--- src/rtl/uart_tx_param.sv ---
// Parametrised UART transmitter: start bit, DATA_W data bits, optional parity,
// one or two stop bits. Words are taken through a valid/ready handshake.
module uart_tx_param #(
  parameter int CLK_DIV   = 16,
  parameter int DATA_W    = 8,
  parameter int PARITY    = 0,
  parameter int STOP_BITS = 1,
  parameter int LSB_FIRST = 1
) (
  input  logic              clk,
  input  logic              reset,
  input  logic [DATA_W-1:0] tx_data,
  input  logic              tx_valid,
  output logic              tx_ready,
  output logic              tx,
  output logic              busy,
  output logic              done,
  output logic              tick
);

  if (CLK_DIV < 2) begin : g_bad_clk_div
    $error("uart_tx_param: CLK_DIV must be 2 or more");
  end
  if (DATA_W < 5 || DATA_W > 9) begin : g_bad_data_w
    $error("uart_tx_param: DATA_W must be in 5..9");
  end
  if (PARITY < 0 || PARITY > 2) begin : g_bad_parity
    $error("uart_tx_param: PARITY must be 0, 1 or 2");
  end
  if (STOP_BITS < 1 || STOP_BITS > 2) begin : g_bad_stop_bits
    $error("uart_tx_param: STOP_BITS must be 1 or 2");
  end
  if (LSB_FIRST < 0 || LSB_FIRST > 1) begin : g_bad_lsb_first
    $error("uart_tx_param: LSB_FIRST must be 0 or 1");
  end

  localparam int CW = (CLK_DIV > 2) ? $clog2(CLK_DIV) : 1;
  localparam logic [CW-1:0] CNT_LAST  = CW'(CLK_DIV - 1);
  localparam logic [3:0]    DATA_LAST = 4'(DATA_W - 1);
  localparam logic [3:0]    STOP_LAST = 4'(STOP_BITS - 1);

  typedef enum logic [2:0] {
    S_IDLE  = 3'd0,
    S_START = 3'd1,
    S_DATA  = 3'd2,
    S_PAR   = 3'd3,
    S_STOP  = 3'd4
  } state_t;

  state_t            state_r, state_s;
  logic [CW-1:0]     cnt_r, cnt_s;
  logic [3:0]        bit_r, bit_s;
  logic [DATA_W-1:0] shreg_r, shreg_s;
  logic              par_r, par_s;
  logic              cnt_end_s, done_s, tx_s, tick_s;
  logic              tx_r, busy_r, ready_r, done_r, tick_r;

  // Odd mode inverts the XOR so data plus parity carries an odd count of ones.
  function automatic logic parity_bit(input logic [DATA_W-1:0] d);
    logic p_s;
    p_s = ^d;
    if (PARITY == 1) parity_bit = ~p_s;
    else             parity_bit = p_s;
  endfunction

  function automatic logic [DATA_W-1:0] shift_word(input logic [DATA_W-1:0] d);
    if (LSB_FIRST != 0) shift_word = {1'b0, d[DATA_W-1:1]};
    else                shift_word = {d[DATA_W-2:0], 1'b0};
  endfunction

  function automatic logic out_bit(input logic [DATA_W-1:0] d);
    if (LSB_FIRST != 0) out_bit = d[0];
    else                out_bit = d[DATA_W-1];
  endfunction

  // Next-state, baud/bit counters and the registered value of each output.
  always_comb begin
    state_s   = state_r;
    cnt_s     = cnt_r;
    bit_s     = bit_r;
    shreg_s   = shreg_r;
    par_s     = par_r;
    done_s    = 1'b0;
    cnt_end_s = (cnt_r == CNT_LAST);

    if (state_r == S_IDLE) cnt_s = '0;
    else if (cnt_end_s)    cnt_s = '0;
    else                   cnt_s = cnt_r + CW'(1);

    case (state_r)
      S_IDLE: begin
        if (tx_valid) begin
          state_s = S_START;
          shreg_s = tx_data;
          par_s   = parity_bit(tx_data);
          bit_s   = 4'd0;
        end else begin
          state_s = S_IDLE;
        end
      end
      S_START: begin
        if (cnt_end_s) begin
          state_s = S_DATA;
          bit_s   = 4'd0;
        end else begin
          state_s = S_START;
        end
      end
      S_DATA: begin
        if (cnt_end_s) begin
          shreg_s = shift_word(shreg_r);
          if (bit_r == DATA_LAST) begin
            bit_s   = 4'd0;
            state_s = (PARITY != 0) ? S_PAR : S_STOP;
          end else begin
            bit_s = bit_r + 4'd1;
          end
        end else begin
          state_s = S_DATA;
        end
      end
      S_PAR: begin
        if (cnt_end_s) begin
          state_s = S_STOP;
          bit_s   = 4'd0;
        end else begin
          state_s = S_PAR;
        end
      end
      S_STOP: begin
        if (cnt_end_s) begin
          if (bit_r == STOP_LAST) begin
            state_s = S_IDLE;
            bit_s   = 4'd0;
            done_s  = 1'b1;
          end else begin
            bit_s = bit_r + 4'd1;
          end
        end else begin
          state_s = S_STOP;
        end
      end
      default: state_s = S_IDLE;
    endcase

    case (state_s)
      S_IDLE:  tx_s = 1'b1;
      S_START: tx_s = 1'b0;
      S_DATA:  tx_s = out_bit(shreg_s);
      S_PAR:   tx_s = par_s;
      S_STOP:  tx_s = 1'b1;
      default: tx_s = 1'b1;
    endcase

    tick_s = (state_s != S_IDLE) && (cnt_s == CNT_LAST);
  end

  // State and output registers; reset abandons any frame in flight.
  always_ff @(posedge clk or posedge reset) begin
    if (reset) begin
      state_r <= S_IDLE;
      cnt_r   <= '0;
      bit_r   <= 4'd0;
      shreg_r <= '0;
      par_r   <= 1'b0;
      tx_r    <= 1'b1;
      busy_r  <= 1'b0;
      ready_r <= 1'b1;
      done_r  <= 1'b0;
      tick_r  <= 1'b0;
    end else begin
      state_r <= state_s;
      cnt_r   <= cnt_s;
      bit_r   <= bit_s;
      shreg_r <= shreg_s;
      par_r   <= par_s;
      tx_r    <= tx_s;
      busy_r  <= (state_s != S_IDLE);
      ready_r <= (state_s == S_IDLE);
      done_r  <= done_s;
      tick_r  <= tick_s;
    end
  end

  assign tx       = tx_r;
  assign busy     = busy_r;
  assign tx_ready = ready_r;
  assign done     = done_r;
  assign tick     = tick_r;

endmodule

--- config.mk ---
export PLATFORM = sky130hd
export DESIGN_NAME = uart_tx_param
export DESIGN_NICKNAME = d
export VERILOG_FILES = /design/src/rtl/uart_tx_param.sv
export SDC_FILE = /design/constraint.sdc
export NUM_CORES = 1
export LEC_CHECK = 0
export ABC_CLOCK_PERIOD_IN_PS = 3000
export BUFFER_PORTS_ARGS = -buffer_cell sky130_fd_sc_hd__buf_2
export CAP_MARGIN = 40
export CORE_UTILIZATION = 50
export CTS_CLUSTER_DIAMETER = 200
export DETAILED_ROUTE_END_ITERATION = 10
export PLACE_DENSITY = 0.7
export SYNTH_ARGS = -nofsm -noshare
export SYNTH_HDL_FRONTEND = slang
export SYNTH_SLANG_ARGS = --single-unit
--- constraint.sdc ---
create_clock -name clk -period 3 [get_ports clk]
set_input_delay 0.75 -clock clk [delete_from_list [all_inputs] [get_ports clk]]
set_output_delay 0.75 -clock clk [all_outputs]
set_load 0.01 [all_outputs]
Word level (Yosys, flattened, before mapping)

Cells that the tools add are included.

Input bits: 11
Flip-flop bits (word level): 25
Word-level logic and storage cells: 64
Output and inout bits: 5

Reduce and logical (&&, ||, !) cells: 11
Eq/ne operators: 14
Add/subtract/negate cells: 2
Muxes and demuxes: 26

Operators with widths:

| operator              | number |
|---|---|
| $mux W4               | 8 |
| $mux W8               | 2 |
| $pmux W4 S4           | 1 |
| $pmux W8 S2           | 1 |
| $mux W3               | 5 |
| $pmux W3 S5           | 1 |
| $eq A3 B2 Y1 const B  | 4 |
| $add A4 B1 Y4 const B | 2 |
| $eq A4 B4 Y1 const B  | 2 |
| $reduce_xor A8 Y1     | 1 |
| $eq A3 B1 Y1 const B  | 2 |
| $logic_not A3 Y1      | 2 |
| $mux W1               | 6 |
| $ne A2 B2 Y1 const B  | 3 |
| $reduce_and A5 Y1     | 1 |
| $eq A4 B3 Y1 const B  | 1 |
| $logic_not A4 Y1      | 1 |
| $reduce_bool A4 Y1    | 1 |
| $eq A3 B3 Y1 const B  | 1 |
| $pmux W1 S3           | 1 |
| $reduce_and A3 Y1     | 1 |
| $reduce_bool A3 Y1    | 1 |
| $mux W2               | 1 |
| $ne A2 B1 Y1 const B  | 1 |
| other kinds (3)       | 3 |

Depth between registers and ports, before layout

Word-level depth: 6
Mapped depth: 7

Least setup slack after synthesis

OpenSTA, ideal clock, no wires.

Kind: input port to flip-flop
Start point: input tx_valid
End point: register tx_r, in the netlist tx
Library setup time: 87 ps
Arrival: 1584 ps
Cell stages on the path: 5
Required time: 2913 ps
Setup slack: 1330 ps
Cell sequence: nor4b_4 a31oi_4 a221o_1 o21ai_1 o31ai_1

Elaborated cells between the ends (all ways): 10
Those cells by class: eq/ne: 3; mux: 7

RTL lines:

| item                   | RTL line | RTL |
|---|---|---|
| start: declaration     | 13       | `input logic tx_valid,` |
| $mux W8                | 92       | `if (tx_valid) begin` |
| $pmux W8 S2            | 90       | `case (state_r)` |
| named net shreg_s[0]   | 53       | `logic [DATA_W-1:0] shreg_r, shreg_s;` |
| $pmux W1 S3            | 146      | `case (state_s)` |
| named net tx_s         | 55       | `logic cnt_end_s, done_s, tx_s, tick_s;` |
| end signal: assignment | 177      | `tx_r <= tx_s;` |
| end: declaration       | 56       | `logic tx_r, busy_r, ready_r, done_r, tick_r;` |

The timed path passes the listed nets, and every way through them passes these cells. The select of a mux whose other input is x is not followed.
A chain may end at the register's enable or synchronous reset.

Final worst setup path

Start point: register state_r[0]
End point: register tx_r, in the netlist tx

Elaborated cells between the ends (all ways): 16
Those cells by class: eq/ne: 7; mux: 8; reduce/logical: 1

RTL lines:

| item                                                    | RTL line | RTL |
|---|---|---|
| start: declaration                                      | 50       | `state_t state_r, state_s;` |
| start signal: assignment                                | 172      | `state_r <= state_s;` |
| $eq A3 B2 Y1 / $logic_not A3 Y1 (equally long branches) | 90       |  |
| $pmux W8 S2 (*)                                         | 90       |  |
| named net shreg_s[0]                                    | 53       |  |
| $pmux W1 S3 (*)                                         | 146      |  |
| named net tx_s                                          | 55       |  |

Mark *: on every way through the listed nets, which the timed path passes. The rest lies on a longest branch.

==> metrics <==
Vias=939; Reg-to-Reg Start=state_r[0]; Skew-Pair Late Insertion Delay=0.31 ns; number of synthesized flops with an enable pin=0; ANT nets after route=0; Pre-antenna DRT Iters=4; Slew Viols, Final=0; total grt overflow=0; P per Cell Area=778 mW/mm2; final non-filler cell total=170; starting density of the core=52.7%; Rel. slew slack=52.6%; worst ir drop on vdd=0.373 mV; Setup crit start=state_r[0]; routed vias/inst=5.52; RSZ-0062 raised after global routing=no; FP Rows=18; worst path required time=3.25 ns; clk sinks=25; GP Congestion=0.835; die span in y=52.9 um; status=completed; Worst Setup End Kind=flip-flop; H-tree depth=1; yosys warns=0; DRC=0; Final Cell Area=0.00141 mm2; clock-pin slew on the worst setup and hold paths=0.14 ns; synth unique cells=39; total core area=0.00245 mm2; initial antenna violation count=0; # hold bufs at CTS=0; Die ar.=0.00279 mm2; PortBufs=15; post-CTS sizing=0; ys async rst share=100%; MaxCap Viol Count=0; Fin Setup TNS=0 ns; DP Cell Count=166; RR Endpoint=tx; dominant synthesized flop cell=dfrtp_1; clock tree buffer depth=2; count of state elements after synthesis=25; final hold violation count=0; Leak=0.651 nW; Post-layout nets=155; CTS tree=done; DRT iter0 DRCs=26; worst hold path class=input pin to async pin; Syn Area/Cell=10.4 um2; Worst Reg2Reg Path Length in Cells=5; Setup Viol. Count Final=0; area grow syn2layout=8.99%; dpl hpwl=1.62 mm; pin count of the biggest net entering global routing=17; CTS root buf=clkbuf_4; IO Count=16; vias in the first global route=824; FF-to-FF setup slack=1.0 ns; Critical Path Sink=tx; Inserted Diodes=0; share of cells above drive strength 1=22.1%; Arrival @ worst endpoint=2.25 ns; postcts setup bufs=0; worst setup path class=flip-flop to flip-flop; crit path launch type=flip-flop; final wirelength=2.17 mm; Mapped Area=0.00129 mm2; total CTS buffers=3; Max Freq=500 MHz; GRT Total Usage=17.6%; worst-margin pin slew=0.708 ns; Tcrit/Tclk final=66.7%; Post-Synthesis Cells=124; first-pass GRT wire length=3.60 mm; WL/cell=12.7 um; min Tclk post-route=2.00 ns; register area share after synthesis=48.5%; Clock Skew=0.00651 ns; Max FO, Critical Path=12; Synth Net Count=138; placed cell areas=0.00138 mm2; Die Width=52.9 um
-- critical path: stages, from the launching register on --
cell	delay (ns)
dfrtp_1	0.55
nor4b_4	0.70
a31oi_4	0.13
a221o_1	0.35
o21ai_1	0.13
o31ai_1	0.08
-- registers in the layout, summed over array words and instances, names as in the netlist --
| register | flops |
|---|---|
| cnt_r | 4 |
| done | 1 |
| par_r | 1 |
| bit_r | 4 |
| busy | 1 |
| tx | 1 |
| shreg_r | 8 |
| tx_ready | 1 |
| state_r | 3 |
| tick | 1 |
-- metrics by stage --
step / worst slack, ns / utilization (%) / power, mW / hold WS, ns
finish: 1.00 / 57.4 / 1.10 / 0.396
global route: 0.864 / 57.4 / 1.19 / 0.431
CTS: 1.01 / 57.4 / 1.10 / 0.408
detailed placement: 0.778 / 56.3 / 0.956 / 0.469
global placement: 0.832 / 55.7 / 0.943 / 0.463
floorplan: 1.33 / - / 0.888 / 0.446
-- cells by family after synthesis --
| group | after synthesis | synth area share (%) |
|---|---|---|
| buffers and inverters | 13 | 5.61 |
| adder cells (fa/ha/maj) | 3 | 2.90 |
| AND/OR/NAND/NOR | 46 | 20.3 |
| AO/OA/AOI/OAI | 27 | 15.7 |
| flip-flops | 25 | 48.5 |
| XOR/XNOR | 8 | 5.42 |
| multiplexers | 2 | 1.55 |
-- area by class of cell --
type,count,area [um2]
clock buffers,3,22.5
clock inverters,1,5.00
fillers,208,1040
inverters,9,33.8
multi-input cells,86,593
flip-flops and latches,25,628
well taps,30,37.5
repair buffers,16,90.1
-- placed cells by master (no fill, tap or decap), drive strengths merged, types with 3 or more instances in the layout --
| cell type | instances |
|---|---|
| nand2 | 14 |
| dfrtp | 23 |
| buf | 16 |
| xnor2 | 8 |
| a21oi | 5 |
| nand2b | 3 |
| nand3 | 5 |
| clkbuf | 3 |
| nor3 | 5 |
| nor2 | 8 |
| ha | 3 |
| a22oi | 6 |
| o21ai | 5 |
| inv | 9 |
-- cells in the mapped netlist, types with 2 or more instances --
cell type  number  area share, %
dfrtp_1        23             44
dfstp_2         2            4.1
a22oi_1         6            3.5
mux2i_1         2            1.5
nand2b_1        3            1.5
buf_6           3            2.6
nand4b_1        2            1.4
a21oi_1         5            1.9
o21ai_1         2           0.77
inv_1           9            2.6
xnor2_1         8            5.4
nor2_1          7            2.0
nand2_1        14            4.1
nand3_1         5            1.9
ha_1            3            2.9
nor3_1          4            1.5
o21ai_0         3            1.2
o31ai_1         2            1.2
-- worst min path at each step --
stage | start | endpoint | slack (ns) | cells past startpoint
after floorplan | shreg_r[1] | shreg_r[1] | 0.45 | 2
after global placement | shreg_r[2] | shreg_r[2] | 0.46 | 2
after detailed placement | shreg_r[6] | shreg_r[6] | 0.47 | 2
after CTS | reset | state_r[0] | 0.41 | 2
after global routing | reset | state_r[0] | 0.43 | 2
final | reset | state_r[0] | 0.40 | 2
-- where the power goes --
group | leakage, nW | switching, mW | total (mW) | internal, mW
Sequential | 0.310 | 0.106 | 0.565 | 0.459
Combinational | 0.323 | 0.210 | 0.383 | 0.173
Clock | 0.0177 | 0.0994 | 0.149 | 0.0497
Total | 0.651 | 0.415 | 1.10 | 0.682
-- routing by layer --
metal	wire length (um)	up-vias	track usage (%)
met2	989	17	25.7
met3	73	2	2.59
met4	15	0	5.70
met1	1090	453	26.3
li1	-	467	-
met5	0	-	0
(Power assumes the default switching activity.)
